### src/rtl/fetch_controller_if.sv
// Fetch controller bus bundle: ROM address/data, redirect/halt controls and the
// decode-side valid/ready output. master = fetch controller, slave = its environment.
interface fetch_controller_if #(
  parameter int ADDR_W = 32
);
  logic [ADDR_W-1:0] imem_addr;
  logic [31:0]       imem_instr;
  logic              redirect_valid;
  logic [ADDR_W-1:0] redirect_pc;
  logic              halt;
  logic              out_valid;
  logic              out_ready;
  logic [ADDR_W-1:0] out_pc;
  logic [31:0]       out_instr;

  modport master (
    output imem_addr, out_valid, out_pc, out_instr,
    input  imem_instr, redirect_valid, redirect_pc, halt, out_ready
  );

  modport slave (
    input  imem_addr, out_valid, out_pc, out_instr,
    output imem_instr, redirect_valid, redirect_pc, halt, out_ready
  );
endinterface

### src/rtl/fetch_controller.sv
// Instruction fetch sequencer: owns the PC, tracks the single in-flight ROM read
// and buffers returned words with their PC in a 2-entry FIFO toward decode.
module fetch_controller #(
  parameter int                ADDR_W   = 32,
  parameter logic [ADDR_W-1:0] RESET_PC = '0
) (
  input logic                 clk,
  input logic                 rst,
  fetch_controller_if.master  bus
);

  typedef struct packed {
    logic [ADDR_W-1:0] pc;
    logic [31:0]       instr;
  } entry_t;

  logic [ADDR_W-1:0] pc_reg;
  logic [ADDR_W-1:0] inflight_pc;
  logic              inflight;
  entry_t            fifo [2];
  logic              rd_ptr;
  logic              wr_ptr;
  logic [1:0]        count;

  logic              pop;
  logic              push;
  logic              issue;
  logic [2:0]        occ;

  assign bus.imem_addr = pc_reg;
  assign bus.out_valid = (count != 2'd0);
  assign bus.out_pc    = fifo[rd_ptr].pc;
  assign bus.out_instr = fifo[rd_ptr].instr;

  assign pop  = bus.out_valid & bus.out_ready;
  assign push = inflight & ~bus.redirect_valid;

  // Credit check: a new read is only issued if its return is guaranteed a slot,
  // counting the read already in flight and the entry leaving this edge.
  assign occ   = {1'b0, count} + {2'b00, inflight} - {2'b00, pop};
  assign issue = ~bus.redirect_valid & ~bus.halt & (occ < 3'd2);

  always_ff @(posedge clk or posedge rst) begin
    if (rst) begin
      pc_reg      <= RESET_PC;
      inflight    <= 1'b0;
      inflight_pc <= '0;
      rd_ptr      <= 1'b0;
      wr_ptr      <= 1'b0;
      count       <= 2'd0;
      fifo[0]     <= '0;
      fifo[1]     <= '0;
    end else if (bus.redirect_valid) begin
      // Flush: the returning word and all buffered entries are dropped.
      pc_reg   <= bus.redirect_pc & ~ADDR_W'(3);
      inflight <= 1'b0;
      count    <= 2'd0;
      rd_ptr   <= wr_ptr;
    end else begin
      inflight <= issue;
      if (issue) begin
        inflight_pc <= pc_reg;
        pc_reg      <= pc_reg + ADDR_W'(4);
      end
      if (push) begin
        fifo[wr_ptr] <= {inflight_pc, bus.imem_instr};
        wr_ptr       <= ~wr_ptr;
      end
      if (pop)
        rd_ptr <= ~rd_ptr;
      count <= count + {1'b0, push} - {1'b0, pop};
    end
  end

endmodule

### src/flat_wrapper.sv
// flat-port wrapper written by rule: the top's interface ports become plain ports
module fetch_controller_flat 
#(
  parameter int                ADDR_W   = 32,
  parameter logic [ADDR_W-1:0] RESET_PC = '0
)
  (clk, rst, bus_imem_addr, bus_out_valid, bus_out_pc, bus_out_instr, bus_imem_instr, bus_redirect_valid, bus_redirect_pc, bus_halt, bus_out_ready);
  fetch_controller_if #(.ADDR_W(ADDR_W)) bus_i ();
  input logic clk;
  input logic rst;
  output wire logic [$bits(bus_i.imem_addr)-1:0] bus_imem_addr;
  output wire logic [$bits(bus_i.out_valid)-1:0] bus_out_valid;
  output wire logic [$bits(bus_i.out_pc)-1:0] bus_out_pc;
  output wire logic [$bits(bus_i.out_instr)-1:0] bus_out_instr;
  input wire logic [$bits(bus_i.imem_instr)-1:0] bus_imem_instr;
  input wire logic [$bits(bus_i.redirect_valid)-1:0] bus_redirect_valid;
  input wire logic [$bits(bus_i.redirect_pc)-1:0] bus_redirect_pc;
  input wire logic [$bits(bus_i.halt)-1:0] bus_halt;
  input wire logic [$bits(bus_i.out_ready)-1:0] bus_out_ready;
  assign bus_imem_addr = bus_i.imem_addr;
  assign bus_out_valid = bus_i.out_valid;
  assign bus_out_pc = bus_i.out_pc;
  assign bus_out_instr = bus_i.out_instr;
  assign bus_i.imem_instr = bus_imem_instr;
  assign bus_i.redirect_valid = bus_redirect_valid;
  assign bus_i.redirect_pc = bus_redirect_pc;
  assign bus_i.halt = bus_halt;
  assign bus_i.out_ready = bus_out_ready;
  fetch_controller #(.ADDR_W(ADDR_W), .RESET_PC(RESET_PC)) u_core (.clk(clk), .rst(rst), .bus(bus_i));
endmodule
### config.mk
export PLATFORM = sky130hd
export DESIGN_NAME = fetch_controller_flat
export DESIGN_NICKNAME = d
export VERILOG_FILES = /design/src/rtl/fetch_controller_if.sv /design/src/rtl/fetch_controller.sv /design/src/flat_wrapper.sv
export SDC_FILE = /design/constraint.sdc
export NUM_CORES = 1
export LEC_CHECK = 0
export ABC_AREA = 1
export CAP_MARGIN = 20
export CORE_MARGIN = 2
export CORE_UTILIZATION = 45
export CTS_BUF_LIST = sky130_fd_sc_hd__clkbuf_8 sky130_fd_sc_hd__clkbuf_16
export DETAILED_ROUTE_END_ITERATION = 10
export GPL_ROUTABILITY_DRIVEN = 0
export PLACE_DENSITY = 0.7
export SLEW_MARGIN = 30
export SYNTH_ARGS = -nofsm -noshare
export SYNTH_HDL_FRONTEND = slang
export SYNTH_SLANG_ARGS = --single-unit
### constraint.sdc
create_clock -name clk -period 7.6 [get_ports clk]
set_input_delay 1.9 -clock clk [delete_from_list [all_inputs] [get_ports clk]]
set_output_delay 1.9 -clock clk [all_outputs]
set_load 0.05 [all_outputs]
==> metrics <==
outcome completed; DRC 0; synthesized cell area between 9000 and 10000 um^2; vias in the first global route between 7000 and 8000; fmax approximately 220 MHz; CTS buffer count 17; dpl cell area around 11000 um^2; number of enable flip-flop cells after synthesis 0; worst-path fanout max 52; Final Instance Count excl. Fillers 1604; Finish-stage setup viols 0; MaxCap Viol Count 0; slowest cell delay on critical path 0.81 ns; Leak Pwr 5.65 nW; Relative slew margins slightly below 40%; Worst Path Buf+Inv 3; first-pass GRT wire length about 36000 um; asr flop ratio synth 100%; clk slew on worst S/H paths 0.06 ns; Mapped Avg Cell Area 7.63 um^2; CTS tree built; data arrival time of the worst path approximately 2.6 ns; crit path launch type flip-flop; top-area cell type share of the netlist area between 50% and 60%; total number of H-tree levels 4; CP Data Required Time 5.70 ns; top area cells in the synthesized netlist dfrtp_1, nand2_1, o21ai_0; core footprint around 20000 um^2; initial antenna violation count 0; Slew Limit Fails 0; Worst Hold Class reg -> reg; TNS Setup 0 ns; count of different cell masters after synthesis 30; Critical path origin u_core.rd_ptr; critical path capture point type primary output; Final Critical Period 4.54 ns; initial drt markers 470; Overflow after GRT 0; RSZ-0062 raised after global routing false; share of the yosys chip area belonging to registers about half; clock sinks around 190; Final Hold Fails 0; period utilization 59.8%; area delta synth->final 25.2%; reg-to-reg critical path startpoint u_core.count[1]; most common cell after layout, fill and taps aside nand2_1; post-synthesis register bit count ~190; FILL cells between 1500 and 2000; Root Driver clkbuf_16; top_reg_cell synth dfrtp_1; CP delay by family, top buffers and inverters; DIE HEIGHT 146 um; starting density of the core 45.4%; share of cells above drive strength 1 5.10%; Final Cell Area about 11000 um^2; Skew-Pair Late Insertion Delay 0.43 ns; post_cts resized 0; Avg WL per Cell between 10 and 15 um; std cell rows 52; Cell Chain, Critical Path inv_2, buf_4, nand2_1, nand2_1, clkdlybuf4s50_1; DRT antenna net count 0; Max clock buf depth 2; post-CTS setup buffer count 0; Antenna Diode Count 0; Port Buffers between 150 and 200; hold path start u_core.fifo[61]; I/O Pins ~170; commonest cells after routing, fill and taps aside nand2_1, dfrtp_1, clkdlybuf4s50_1; die area about 21000 um^2; VDD IR max around 0.00021 V; Crit Path Class reg -> out; Post-CTS Hold Fix Bufs 0; Pwr Density roughly 470 nW/um^2; Syn. warnings 0; placed cells 1572; Die X 146 um; GRT Util Overall between 20% and 30%; Pre-Repair DR Iteration Count 5; DP Wirelength ~14000 um; Via density roughly 4.8; final layout net count around 1400; largest net degree at the start of global routing approximately 130; post-synth top area cell dfrtp_1; Worst Tran Pin Value about 0.91 ns; Final Skew 0.0110 ns; Post-Route WL roughly 21000 um; via total after detailed routing roughly 7700; Critical-path top delay cell clkdlybuf4s50_1; CP most frequent cell nand2_1; synthesized instance count around 1200
## worst min-delay path: stages, from the launching register on
cell     delay [ns]
dfrtp_1        0.34
nand2_1        0.05
o21ai_0        0.05
## area by class of cell
class	count	area, um^2	share of cell area (%)
tap	270	338	2.96
multi-input combinational	810	3570	31.3
inverter	137	519	4.56
timing repair buffer	166	1640	14.4
clock buffer	17	425	3.73
sequential	189	4730	41.5
clock inverter	15	171	1.50
## per-layer routing
metal	up-vias	track usage, %	wire length [um]
li1	3932	-	-
met1	3504	30.4	10400
met2	208	31.8	9580
met3	16	4.44	1170
met4	0	5.58	282
met5	-	0	0
## cells by family (layout without fill, tap and decap cells)
group,Yosys count,count (layout),share of synthesized area [%]
AOI/OAI and AO/OA,179,179,10.1
xor gates and xnor gates,2,2,0.193
adders and majority gates,4,4,0.633
buffers and inverters,196,335,9.17
DFF,189,189,52.0
other,1,4,0.0412
and+or+nand+nor,621,621,27.9
## power breakdown
part	leakage, nW	switching (mW)	total [mW]	internal [mW]
registers	2.36	0.304	1.76	1.46
logic	2.99	1.88	2.73	0.856
clock network	0.297	0.385	0.904	0.518
## stage by stage
step | setup WS [ns] | power, mW | hold slack, ns | utilization [%]
after floorplan | 0.558 | 3.67 | 0.453 | -
after global routing | 2.90 | 5.77 | 0.503 | 56.9
after detailed placement | 2.88 | 4.52 | 0.472 | 53.9
after global placement | 2.90 | 4.47 | 0.464 | 53.8
final | 3.06 | 5.40 | 0.483 | 56.9
after CTS | 3.03 | 5.44 | 0.489 | 56.9
## worst paths after layout
path                                       endpoint  slack, ns  cells past startpoint
max                                  bus_out_pc[19]       3.06                      5
min                                 u_core.fifo[61]       0.48                      2
max reg2reg                u_core.bus.imem_addr[28]       4.63                     14
min reg2reg                         u_core.fifo[61]       0.48                      2
max in group asynchronous   u_core.bus.imem_addr[9]       4.40                      3
min in group asynchronous           u_core.fifo[75]       1.92                      2
## Yosys cell counts (5+ instances only)
library cell and n:
buf_2 18, inv_1 134, buf_4 5, o21ai_0 149, clkbuf_1 30, nor2_2 6
nand2_2 6, nor2_1 57, a21oi_1 13, o21ai_1 8, nor2_4 11, nand2_1 477
nand3_1 59, o211ai_1 8, dfrtp_1 189
## sequential cells by signal, summed over array words and instances, names as in the netlist
register,cells
u_core.inflight,1
u_core.fifo,124
u_core.inflight_pc,30
u_core.bus.imem_addr,30
u_core.rd_ptr,1
u_core.wr_ptr,1
u_core.count,2
No activity file was read; power rests on OpenSTA's default activity.
